## src/rtl/duty_cycle_generator.sv

```systemverilog
// -----------------------------------------------------------------------------
// duty_cycle_generator
//
// Generates a periodic signal with a programmable duty cycle. The window is
// fixed at 2^WIDTH clock cycles. A programmed duty of N produces exactly N
// contiguous high cycles per window, so a downstream duty-cycle counter that
// integrates pwm_out over one window reads back N.
//
// New duty values are double-buffered. While the generator is running, a load
// is parked in a pending register. That register moves into the active register
// only on the last cycle of a window. As a result, no window ever mixes two duty
// values.
//
// Ports
//   clk        in   system clock, all logic on the rising edge
//   rst_n      in   asynchronous active-low reset
//   enable     in   level; high starts / continues generation
//   duty_in    in   WIDTH  requested high cycles per window (0 .. 2^WIDTH-1)
//   duty_load  in   one-cycle strobe that captures duty_in
//   duty_ack   out  one-cycle pulse: a loaded duty value has become active
//   pwm_out    out  generated signal (registered, one cycle behind count)
//   carry      out  one-cycle pulse on the last cycle of every window
//   count      out  WIDTH  current position inside the window
//   busy       out  high whenever the state machine is not IDLE
// -----------------------------------------------------------------------------
module duty_cycle_generator #(
  parameter int WIDTH = 8
) (
  input  logic             clk,
  input  logic             rst_n,
  input  logic             enable,
  input  logic [WIDTH-1:0] duty_in,
  input  logic             duty_load,
  output logic             duty_ack,
  output logic             pwm_out,
  output logic             carry,
  output logic [WIDTH-1:0] count,
  output logic             busy
);

  localparam logic [WIDTH-1:0] MAX_COUNT = '1;

  // IDLE : counter parked at 0, output low.
  // RUN  : generating, enable high.
  // STOP : enable has dropped. The current window is finished before
  //        returning to IDLE, so the measurement side always sees whole
  //        windows.
  typedef enum logic [1:0] {
    ST_IDLE = 2'd0,
    ST_RUN  = 2'd1,
    ST_STOP = 2'd2
  } state_t;

  // ---------------------------------------------------------------------------
  // Registers
  // ---------------------------------------------------------------------------
  state_t           r_state;
  logic [WIDTH-1:0] r_count;
  logic [WIDTH-1:0] r_duty_active;
  logic [WIDTH-1:0] r_duty_pending;
  logic             r_pending_valid;
  logic             r_pwm;
  logic             r_ack;

  // ---------------------------------------------------------------------------
  // Combinational next-state values
  // ---------------------------------------------------------------------------
  state_t           w_state_next;
  logic [WIDTH-1:0] w_count_next;
  logic [WIDTH-1:0] w_duty_active_next;
  logic [WIDTH-1:0] w_duty_pending_next;
  logic             w_pending_valid_next;
  logic             w_ack_next;
  logic             w_running;
  logic             w_at_max;

  assign w_running = (r_state == ST_RUN) || (r_state == ST_STOP);
  assign w_at_max  = (r_count == MAX_COUNT);

  // ---------------------------------------------------------------------------
  // State transitions
  // ---------------------------------------------------------------------------
  always_comb begin
    // NOTE: every signal driven here gets a default before the case; a path
    // that leaves one unassigned would infer a latch.
    w_state_next = r_state;
    case (r_state)
      ST_IDLE: begin
        if (enable) begin
          w_state_next = ST_RUN;
        end
      end
      ST_RUN: begin
        // Dropping enable exactly on the last cycle finishes the window
        // right there, so STOP is skipped.
        if (!enable) begin
          w_state_next = w_at_max ? ST_IDLE : ST_STOP;
        end
      end
      ST_STOP: begin
        // Re-enabling resumes RUN without restarting the window.
        if (enable) begin
          w_state_next = ST_RUN;
        end else if (w_at_max) begin
          w_state_next = ST_IDLE;
        end
      end
      default: begin
        w_state_next = ST_IDLE;
      end
    endcase
  end

  // Free-running window counter while active. It wraps MAX -> 0 naturally,
  // which also gives count = 0 on entry to IDLE. In IDLE it holds at 0.
  assign w_count_next = w_running ? (r_count + WIDTH'(1)) : '0;

  // ---------------------------------------------------------------------------
  // Duty double-buffer
  //
  // Priority on the boundary cycle: a coincident load wins over an older
  // pending value and also clears it, so only one ack is produced.
  // ---------------------------------------------------------------------------
  always_comb begin
    w_duty_active_next   = r_duty_active;
    w_duty_pending_next  = r_duty_pending;
    w_pending_valid_next = r_pending_valid;
    w_ack_next           = 1'b0;

    if (!w_running) begin
      // Not generating: nothing can be disturbed, apply immediately.
      if (duty_load) begin
        w_duty_active_next = duty_in;
        w_ack_next         = 1'b1;
      end
    end else if (w_at_max) begin
      // Last cycle of the window: whatever is applied here governs the
      // window that starts at count = 0, including a window that ends
      // into IDLE.
      if (duty_load) begin
        w_duty_active_next   = duty_in;
        w_pending_valid_next = 1'b0;
        w_ack_next           = 1'b1;
      end else if (r_pending_valid) begin
        w_duty_active_next   = r_duty_pending;
        w_pending_valid_next = 1'b0;
        w_ack_next           = 1'b1;
      end
    end else if (duty_load) begin
      // Mid-window: park the value. A later load overwrites it.
      w_duty_pending_next  = duty_in;
      w_pending_valid_next = 1'b1;
    end
  end

  // ---------------------------------------------------------------------------
  // Sequential state
  // ---------------------------------------------------------------------------
  // NOTE: all state updates below use non-blocking assignments, so every
  // register samples the pre-edge values of its neighbours, whatever the
  // statement order.
  always_ff @(posedge clk or negedge rst_n) begin
    if (!rst_n) begin
      r_state         <= ST_IDLE;
      r_count         <= '0;
      r_duty_active   <= '0;
      r_duty_pending  <= '0;
      r_pending_valid <= 1'b0;
      r_pwm           <= 1'b0;
      r_ack           <= 1'b0;
    end else begin
      r_state         <= w_state_next;
      r_count         <= w_count_next;
      r_duty_active   <= w_duty_active_next;
      r_duty_pending  <= w_duty_pending_next;
      r_pending_valid <= w_pending_valid_next;
      r_ack           <= w_ack_next;
      // Compared against the current count, so pwm_out trails count by one
      // cycle. Duty N gives high for count 0 .. N-1 and therefore N cycles.
      r_pwm           <= w_running && (r_count < r_duty_active);
    end
  end

  // ---------------------------------------------------------------------------
  // Outputs
  // ---------------------------------------------------------------------------
  assign pwm_out  = r_pwm;
  assign duty_ack = r_ack;
  assign count    = r_count;
  assign busy     = (r_state != ST_IDLE);
  assign carry    = w_running && w_at_max;

endmodule

```

## config.mk

```make
export PLATFORM = sky130hd
export DESIGN_NAME = duty_cycle_generator
export DESIGN_NICKNAME = d
export VERILOG_FILES = /design/src/rtl/duty_cycle_generator.sv
export SDC_FILE = /design/constraint.sdc
export NUM_CORES = 1
export LEC_CHECK = 0
export ABC_AREA = 1
export ABC_CLOCK_PERIOD_IN_PS = 3270
export CORE_ASPECT_RATIO = 0.6
export CORE_MARGIN = 1
export CORE_UTILIZATION = 56
export CTS_CLUSTER_DIAMETER = 100
export DETAILED_ROUTE_END_ITERATION = 10
export PLACE_DENSITY = 0.89
export SKIP_LAST_GASP = 1
export SYNTH_ARGS = -nofsm -noshare
export SYNTH_HDL_FRONTEND = slang
export SYNTH_SLANG_ARGS = --single-unit
```

## constraint.sdc

```tcl
create_clock -name clk -period 3.27 [get_ports clk]
set_input_delay 0.654 -clock clk [delete_from_list [all_inputs] [get_ports clk]]
set_output_delay 0.654 -clock clk [all_outputs]
set_load 0.01 [all_outputs]
```

# Word-level counts from Yosys, hierarchy flattened
# Index checks and enable logic that the tools add are counted.
# word_totals
regBits	29
input_bits	12
out_inout_bits	12
# op_classes
add_sub_neg	1
n_lt_le_gt_ge	1
eq_ne	8
muxes	19
n_bitwise	1
n_reduce_logical	11
# ops
operator	n
$mux 8	6
$mux 2	5
$reduce_and 3->1	3
$add 8x1->8 const B	1
$eq 8x8->1 const B	1
$lt 8x8->1	1
$mux 1	7
$ne 3x3->1 const B	2
$pmux 2 s3	1
$reduce_bool 2->1	3
$ne 2x2->1 const B	2
$eq 2x1->1 const B	1
$eq 2x2->1 const B	1
$logic_and 1x1->1	2
$logic_not 2->1	1
$ne 2x1->1 const B	1
$reduce_and 2->1	1
$logic_or 1x1->1	1
$not 1->1	1

# Longest topological paths before layout
# Gate-level depths: netlist (run 1).
# logic_depth
word_depth	4
depth_mapped	9

# Worst setup path before layout (run 1)
# OpenSTA, ideal clock, no wires.
# synth_timing
path_kind	register to output
startpoint	register r_count[0] (netlist: count[0])
endpoint	output carry
arrival_ps	1139
required_ps	2616
setup_slack_ps	1477
stages_incl_launch_ff	6
path_cell_list	dfrtp_1 ha_1 nand2_2 nor2_4 nand3_2 inv_1
# synth_between
elab_chain_cells	2
# synth_lines
element	line	source
start, declared	58	logic [WIDTH-1:0] r_count;
start signal, assigned	173	r_count <= w_count_next;
$eq 8x8->1	78	assign w_at_max = (r_count == MAX_COUNT);
$logic_and 1x1->1	191	assign carry = w_running && w_at_max;
end, declared	36	output logic carry,
# Every way passes these cells.

# Worst setup path after layout (run 1)
# layout_timing
startpoint	register r_state[0]
endpoint	output carry
# layout_between
elab_chain_cells	3
elab_cells_between_ends	4
classes_between	2 x eq/ne; 2 x reduce/logical
# layout_lines
element	line	source
start, declared	57	state_t r_state;
start signal, assigned	172	r_state <= w_state_next;
$eq 2x1->1 or $eq 2x2->1 (tied branches)	77	assign w_running = (r_state == ST_RUN) || (r_state == ST_STOP);
$logic_or 1x1->1 *	77	
$logic_and 1x1->1 *	191	
# Every way passes the cells marked *; elsewhere a longest branch is shown, timed or not.

==> reports/results.ini, run 1 <==
[synth]
synth-xor-area-share_pct = 0.524
synth_nets = 222
synth_cells = 198
synthAdderAreaFrac_pct = 8.98
ys_seq_area_share_pct = 43.4
yosys.area_share.simple_pct = 29.0
synthesis.area_um2 = 1670
synth-seq-cells = 29
synth_mux_area_share_pct = 0
synth_top_family_by_area = simple AND/OR/NAND/NOR gates
syn_area_per_cell_um2 = 8.44
yosysWarnings = 0
synth.distinct_cells = 26
synth_compound_area_share_pct = 8.38

[pwr]
p_leak_nw = 1.05
power_density_nw_per_um2 = 781
ir_drop_uv = 451
total_power_mw = 1.56

[floorplan]
start_util_pct = 62.8
rows = 14
die_height_um = 44.3
die_area_um2 = 3210
die_x_um = 72.5
io_pins = 24
coreArea_um2 = 2660

[detailed_routing]
drt_iter0_markers = 121
avgRoutedWirePerCell_um = 11.8
wl_um = 3150
antenna_left = 0
via_per_inst = 5.02
via_count = 1334
drt_first_pass_iters = 4
drc = 0

[clock_tree]
cts.sinks = 29
cts_hold_buf = 0
cts_resized = 0
cts_tree = built
cts_root_buf = clkbuf_8
htreeDepth = 2
clock_latency_ps = 280
cts.clk_slew.worst_paths_ps = 60
cts_buffer_depth = 2
cts_buffers = 5
post_cts_buffers = 0

[critical_path]
cpMaxStageDelayCell = clkdlybuf4s50_1
cp.depth = 5
crit_path_max_fanout = 9
crit_family = buffers and inverters
critPathKind = register to output pin
cp_cell_sequence = inv_1, ha_1, nand3_2, inv_1, clkdlybuf4s50_1
r2r_cells = 7
cp_slowest_stage_delay_ps = 530
cp.required_ps = 2620
critPathMostFrequentCell = inv_1
cp.arrival_ps = 2040
critical_path_buf_inv_count = 3
startpoint_type = register
critPathCaptureType = output pin

[layout]
final_cell_mix = 37 x nand2_1, 31 x inv_1, 29 x dfrtp_1
final_common_cell = nand2_1
area_growth_pct = 19.5
finalCoreUtilization_pct = 75.0
fin_nets = 249
fillers = 209
layout-drive-gt1-share_pct = 9.73
diodes = 0
fin_cells = 266

[grt]
overflow = 0
gr-usage-all-layers_pct = 23.9
grt_start_max_net_pins = 30
grt_pass1_vias = 1184
antenna_found_initial = 0
grt_pass1_wl_um = 5600

[sta]
fmax_ghz = 0.372
tightest_slew_ps = 589
setup_tns_ps = 0
hold_violations = 0
rsz0062_at_grt = no
maxSlewViolCount = 0
maxSlewHeadroom_pct = 60.7
finalSetupViolCount = 0
finClkSkew_ps = 2.17
min_period_ps = 2690
finalCritPeriodShare_pct = 82.3

[place]
portBuffers = 23
dp.cells = 258
dp_hpwl_um = 2370
finalWeightedCongestion = 0.889

[status]
status = completed

[hold_path]
hold_path_depth = 2
hold_class = register to register

[job]
maxCapViolations = 0

state kept, by name (all words and copies together) (netlist names):
| register | cells |
|---|---|
| count | 8 |
| duty_ack | 1 |
| pwm_out | 1 |
| r_duty_active | 8 |
| r_duty_pending | 8 |
| r_pending_valid | 1 |
| r_state | 2 |
layout make-up:
| type | instances | area, um2 | share of cell area (%) |
|---|---|---|---|
| Timing Repair Buffer | 24 | 238 | 11.9 |
| Sequential cell | 29 | 726 | 36.3 |
| Clock buffer | 8 | 80.1 | 4.01 |
| Tap cell | 40 | 50.0 | 2.50 |
| Inverter | 32 | 120 | 6.01 |
| Multi-Input combinational cell | 133 | 785 | 39.3 |
cells in the mapped netlist, drive strengths merged:
cell type | n | area, um2
nand2 | 46 | 219
inv | 32 | 120
dfrtp | 29 | 726
nand3 | 21 | 110
nor2 | 19 | 95.1
a21oi | 15 | 75.1
ha | 12 | 150
o21ai | 10 | 57.6
buf | 4 | 41.3
nand4 | 3 | 33.8
nor3 | 3 | 15.0
and3 | 1 | 6.26
o21bai | 1 | 7.51
or2 | 1 | 6.26
xnor2 | 1 | 8.76
final timing paths:
check,slack (ps),endpoint,startpoint
worst max register to register,1410,r_duty_active[3]$_DFFE_PN0P_,r_state[0]$_DFFE_PN0P_
worst min register to register,490,r_duty_pending[5]$_DFFE_PN0P_,r_duty_pending[5]$_DFFE_PN0P_
max in group asynchronous,2250,r_duty_pending[1]$_DFFE_PN0P_,rst_n
worst min-delay path,490,r_duty_pending[5]$_DFFE_PN0P_,r_duty_pending[5]$_DFFE_PN0P_
min in group asynchronous,750,count[6]$_DFF_PN0_,rst_n
worst max-delay path,580,carry,r_state[0]$_DFFE_PN0P_
power breakdown:
group	internal, mW	total, mW	leakage [nW]	switching, mW
combinational	0.285	0.719	0.651	0.434
sequential	0.492	0.568	0.361	0.0755
clock	0.151	0.275	0.0395	0.124
stage by stage:
stage | hold WS (ps) | setup WS, ps | cell area [um2]
floorplan | 358 | 1480 | 1670
global placement | 467 | 914 | 1920
detailed placement | 475 | 880 | 1920
CTS | 491 | 561 | 2000
global route | 521 | 470 | 2000
finish | 494 | 580 | 2000
layer usage:
metal | up-vias | global-route usage [%] | part of all wire (%)
met5 | - | 0 | 0
met4 | 0 | 8.24 | 0.67
met3 | 4 | 8.43 | 5.7
met2 | 38 | 32.7 | 41
met1 | 604 | 35.3 | 53
li1 | 688 | - | -
logic make-up after synthesis:
group	after synthesis
AND/OR/NAND/NOR	94
buffers and inverters	36
flip-flops	29
AO/OA/AOI/OAI	26
adder cells (fa/ha/maj)	12
XOR/XNOR	1
worst register-to-register path: cells and delay by family (launching register included):
family                     cells  cell delay (ps)
and+or+nand+nor                4              550
adders and majority gates      1              500
DFF                            1              390
buffers and inverters          2              300
Note: power is estimated with default switching activity, not from simulation.
==> inputs of run 2 (changes only) <==
ABC_CLOCK_PERIOD_IN_PS = 2700   (was 3270)
CORE_UTILIZATION = 54   (was 56)
PLACE_DENSITY = 0.86   (was 0.89)
clock period = 2.7 ns   (was 3.27 ns; I/O delays follow)
==> reports/results.ini, run 2 (synthesis gave the netlist of run 1 again) <==
[status]
status = completed

[clock_tree]
cts_buffer_depth = 2
cts.clk_slew.worst_paths_ps = 60
cts_buffers = 5
cts_resized = 0
htreeDepth = 2
cts_hold_buf = 0
cts_root_buf = clkbuf_8
cts.sinks = 29
post_cts_buffers = 0
clock_latency_ps = 290
cts_tree = built

[detailed_routing]
avgRoutedWirePerCell_um = 11.8
dr_wl_met3_um = 197
drt_iter0_markers = 86
met2WireLength_um = 1370
antenna_left = 0
dr.max_layer_used = met4
via_per_inst = 4.88
wl_um = 3170
drt_first_pass_iters = 4
drc = 0
drt-met1-wl_um = 1570
via_count = 1318

[sta]
hold_violations = 0
finClkSkew_ps = 15.2
min_period_ps = 2500
fmax_ghz = 0.400
maxSlewViolCount = 0
setup_tns_ps = 0
finalSetupViolCount = 0
rsz0062_at_grt = no
finalCritPeriodShare_pct = 92.7
setup_ws_ps = 197
tightest_slew_ps = 366
hold_slack_ps = 494
maxSlewHeadroom_pct = 75.6

[grt]
antenna_found_initial = 0
gr-usage-all-layers_pct = 22.4
overflow = 0
grt_start_max_net_pins = 30
grt_pass1_wl_um = 5200
grt_pass1_vias = 1142

[layout]
area_growth_pct = 21.6
layout-drive-gt1-share_pct = 11.8
finalCoreUtilization_pct = 69.8
fin_cells = 270
post-route-cell-area_um2 = 2030
fin_nets = 251
final_cell_mix = 37 x nand2_1, 31 x inv_1, 29 x dfrtp_1
diodes = 0
final_common_cell = nand2_1

[floorplan]
rows = 15
io_pins = 24
die_area_um2 = 3330
die_x_um = 73.8
coreArea_um2 = 2910
start_util_pct = 57.5
die_height_um = 45.1

[place]
finalWeightedCongestion = 0.786
dp_hpwl_um = 2340
portBuffers = 23
place_area_um2 = 1940
dp.cells = 262
dp_slack_ps = 484

[pwr]
power_density_nw_per_um2 = 968
total_power_mw = 1.97
p_leak_nw = 1.07
ir_drop_uv = 512

[critical_path]
cp_cell_sequence = ha_1, nand2_2, nor2_4, nand3_2, inv_1, clkdlybuf4s50_1
cp_slowest_stage_delay_ps = 520
endpoint = carry
r2r-start = r_state[0]$_DFFE_PN0P_
crit_path_max_fanout = 6
critPathCaptureType = output pin
cp.required_ps = 2160
cp.arrival_ps = 1960
startpoint_type = register
reg2reg_to = r_duty_active[2]$_DFFE_PN0P_
r2r_slack_ps = 870
cpMaxStageDelayCell = clkdlybuf4s50_1
crit_path_start = count[0]$_DFF_PN0_
r2r_cells = 8
critPathKind = register to output pin

[hold_path]
hold_class = register to register

[job]
maxCapViolations = 0

run 2: changes by cell type in the layout (fill, tap and decap cells not counted):
cell / previous run / this run
clkbuf_8: 5 / 6
clkbuf_1: 3 / 0
clkinv_4: 0 / 1
clkinv_2: 0 / 1
buf_4: 1 / 3
run 2: worst max-delay path: cells and delay by family, from the launching register on:
kind / cells / cell delay, ps
simple gates: 3 / 460
flops: 1 / 410
buf+inv: 2 / 600
fa+ha+maj: 1 / 210
run 2: layout make-up:
| type | count | area, um2 |
|---|---|---|
| fill | 251 | 877 |
| multi-input combinational | 133 | 785 |
| sequential | 29 | 726 |
| timing repair buffer | 26 | 253 |
| inverter | 32 | 120 |
| clock buffer | 6 | 82.6 |
| tap | 42 | 52.6 |
| clock inverter | 2 | 13.8 |
run 2: power by group:
| part | total, mW | internal (mW) | switching [mW] |
|---|---|---|---|
| clock network | 0.374 | 0.206 | 0.168 |
| registers | 0.689 | 0.596 | 0.0932 |
| logic | 0.903 | 0.359 | 0.544 |
run 2: worst min path at each step:
stage / from / endpoint / cells past startpoint
CTS: r_duty_pending[4]$_DFFE_PN0P_ / r_duty_pending[4]$_DFFE_PN0P_ / 2
global route: r_duty_pending[3]$_DFFE_PN0P_ / r_duty_pending[3]$_DFFE_PN0P_ / 2
detailed placement: r_duty_pending[4]$_DFFE_PN0P_ / r_duty_pending[4]$_DFFE_PN0P_ / 2
floorplan: rst_n / count[0]$_DFF_PN0_ / 0
global placement: r_duty_pending[3]$_DFFE_PN0P_ / r_duty_pending[3]$_DFFE_PN0P_ / 2
finish: r_duty_pending[4]$_DFFE_PN0P_ / r_duty_pending[4]$_DFFE_PN0P_ / 2
run 2: metal layers:
metal	GRT usage, %	up-vias
met1	30.9	580
met2	31.7	46
met3	8.26	7
met4	9.62	0
met5	0	-
li1	-	685
==> inputs of run 3 (changes only) <==
CORE_UTILIZATION = 38   (was 54)
PLACE_DENSITY = 0.66   (was 0.86)
==> reports/results.ini, run 3 (synthesis gave the netlist of run 1 again) <==
[status]
status = completed

[place]
dp_hpwl_um = 2410
dp_slack_ps = 483
portBuffers = 23
finalWeightedCongestion = 0.779

[critical_path]
critPathCaptureType = output pin
cp_cell_sequence = ha_1, nand2_2, nor2_4, nand3_2, inv_1, clkdlybuf4s50_1
critPathKind = register to output pin
crit_path_max_fanout = 6
cp_slowest_stage_delay_ps = 520
critical_path_buf_inv_count = 2
startpoint_type = register
cp.required_ps = 2160
crit_family = buffers and inverters
cpMaxStageDelayCell = clkdlybuf4s50_1
cp.arrival_ps = 1970

[floorplan]
io_pins = 24
start_util_pct = 40.1
die_area_um2 = 4680
coreArea_um2 = 4170
rows = 18
die_x_um = 87.6
die_height_um = 53.4

[detailed_routing]
drt_iter0_markers = 74
wl_um = 3210
drt_first_pass_iters = 4
drc = 0
antenna_left = 0
avgRoutedWirePerCell_um = 11.1
via_count = 1284
via_per_inst = 4.46

[sta]
finClkSkew_ps = 3.43
finalCritPeriodShare_pct = 93.0
rsz0062_at_grt = no
setup_ws_ps = 188
maxSlewViolCount = 0
maxSlewHeadroom_pct = 75.1
fmax_ghz = 0.398
hold_violations = 0
setup_tns_ps = 0
min_period_ps = 2510
finalSetupViolCount = 0
tightest_slew_ps = 373

[pwr]
total_power_mw = 2.03
p_leak_nw = 1.08
ir_drop_uv = 354
power_density_nw_per_um2 = 979

[grt]
overflow = 0
gr-usage-all-layers_pct = 16.7
antenna_found_initial = 0
grt_pass1_wl_um = 5600
grt_start_max_net_pins = 30
grt_pass1_vias = 1173

[clock_tree]
cts.clk_slew.worst_paths_ps = 60
cts_buffer_depth = 2
cts.sinks = 29
post_cts_buffers = 0
cts_root_buf = clkbuf_8
clock_latency_ps = 280
cts_buffers = 5
htreeDepth = 2
cts_tree = built
cts_resized = 0
cts_hold_buf = 0

[layout]
layout-drive-gt1-share_pct = 11.4
diodes = 0
final_cell_mix = 37 x nand2_1, 31 x inv_1, 29 x dfrtp_1
fin_nets = 251
final_common_cell = nand2_1
fillers = 415
area_growth_pct = 24.1

[job]
maxCapViolations = 0

[hold_path]
hold_class = register to register

## run 3: path summary, 6_finish.rpt
path,startpoint,end,slack (ps),depth (start not counted)
max in group asynchronous,rst_n,count[0]$_DFF_PN0_,1780,2
min in group asynchronous,rst_n,r_state[0]$_DFFE_PN0P_,650,2
min reg2reg,r_duty_pending[3]$_DFFE_PN0P_,r_duty_pending[3]$_DFFE_PN0P_,490,2
min,r_duty_pending[3]$_DFFE_PN0P_,r_duty_pending[3]$_DFFE_PN0P_,490,2
max,count[0]$_DFF_PN0_,carry,190,6
max reg2reg,r_state[1]$_DFFE_PN0P_,r_duty_active[2]$_DFFE_PN0P_,920,8
## run 3: layout make-up
type,instances,area [um2],area share (%)
Multi-Input combinational cell,133,785,37.8
Timing Repair Buffer,26,253,12.2
Tap cell,60,75.1,3.62
Clock inverter,1,30.0,1.45
Clock buffer,7,86.3,4.16
Inverter,32,120,5.79
Sequential cell,29,726,35.0
## run 3: layer usage
metal / global-route usage (%) / vias to the layer above / part of all wire, %
met5: 0 / - / 0
met4: 4.92 / 0 / 0.50
met3: 7.18 / 2 / 6.0
met2: 21.5 / 33 / 38
met1: 24.3 / 563 / 55
li1: - / 686 / -
## run 3: tightest hold or removal path, delay by kind of cell (launching register included)
family          cells  cell delay [ps]
flops               1              340
simple gates        1               50
compound gates      1               60
## run 3: power breakdown
group / leakage [nW] / switching (mW) / total [mW] / internal [mW]
combinational: 0.661 / 0.519 / 0.875 / 0.356
clock: 0.0585 / 0.162 / 0.463 / 0.300
sequential: 0.361 / 0.0974 / 0.694 / 0.596
total: 1.08 / 0.779 / 2.03 / 1.25
## run 3: per-stage QoR
step	cells	utilization [%]	instance area (um2)	hold slack, ps
final	288	49.8	2070	490
after floorplan	198	-	1670	244
after global routing	288	49.8	2070	532
after CTS	288	49.8	2070	492
after detailed placement	280	47.0	1960	475
after global placement	280	47.0	1960	469
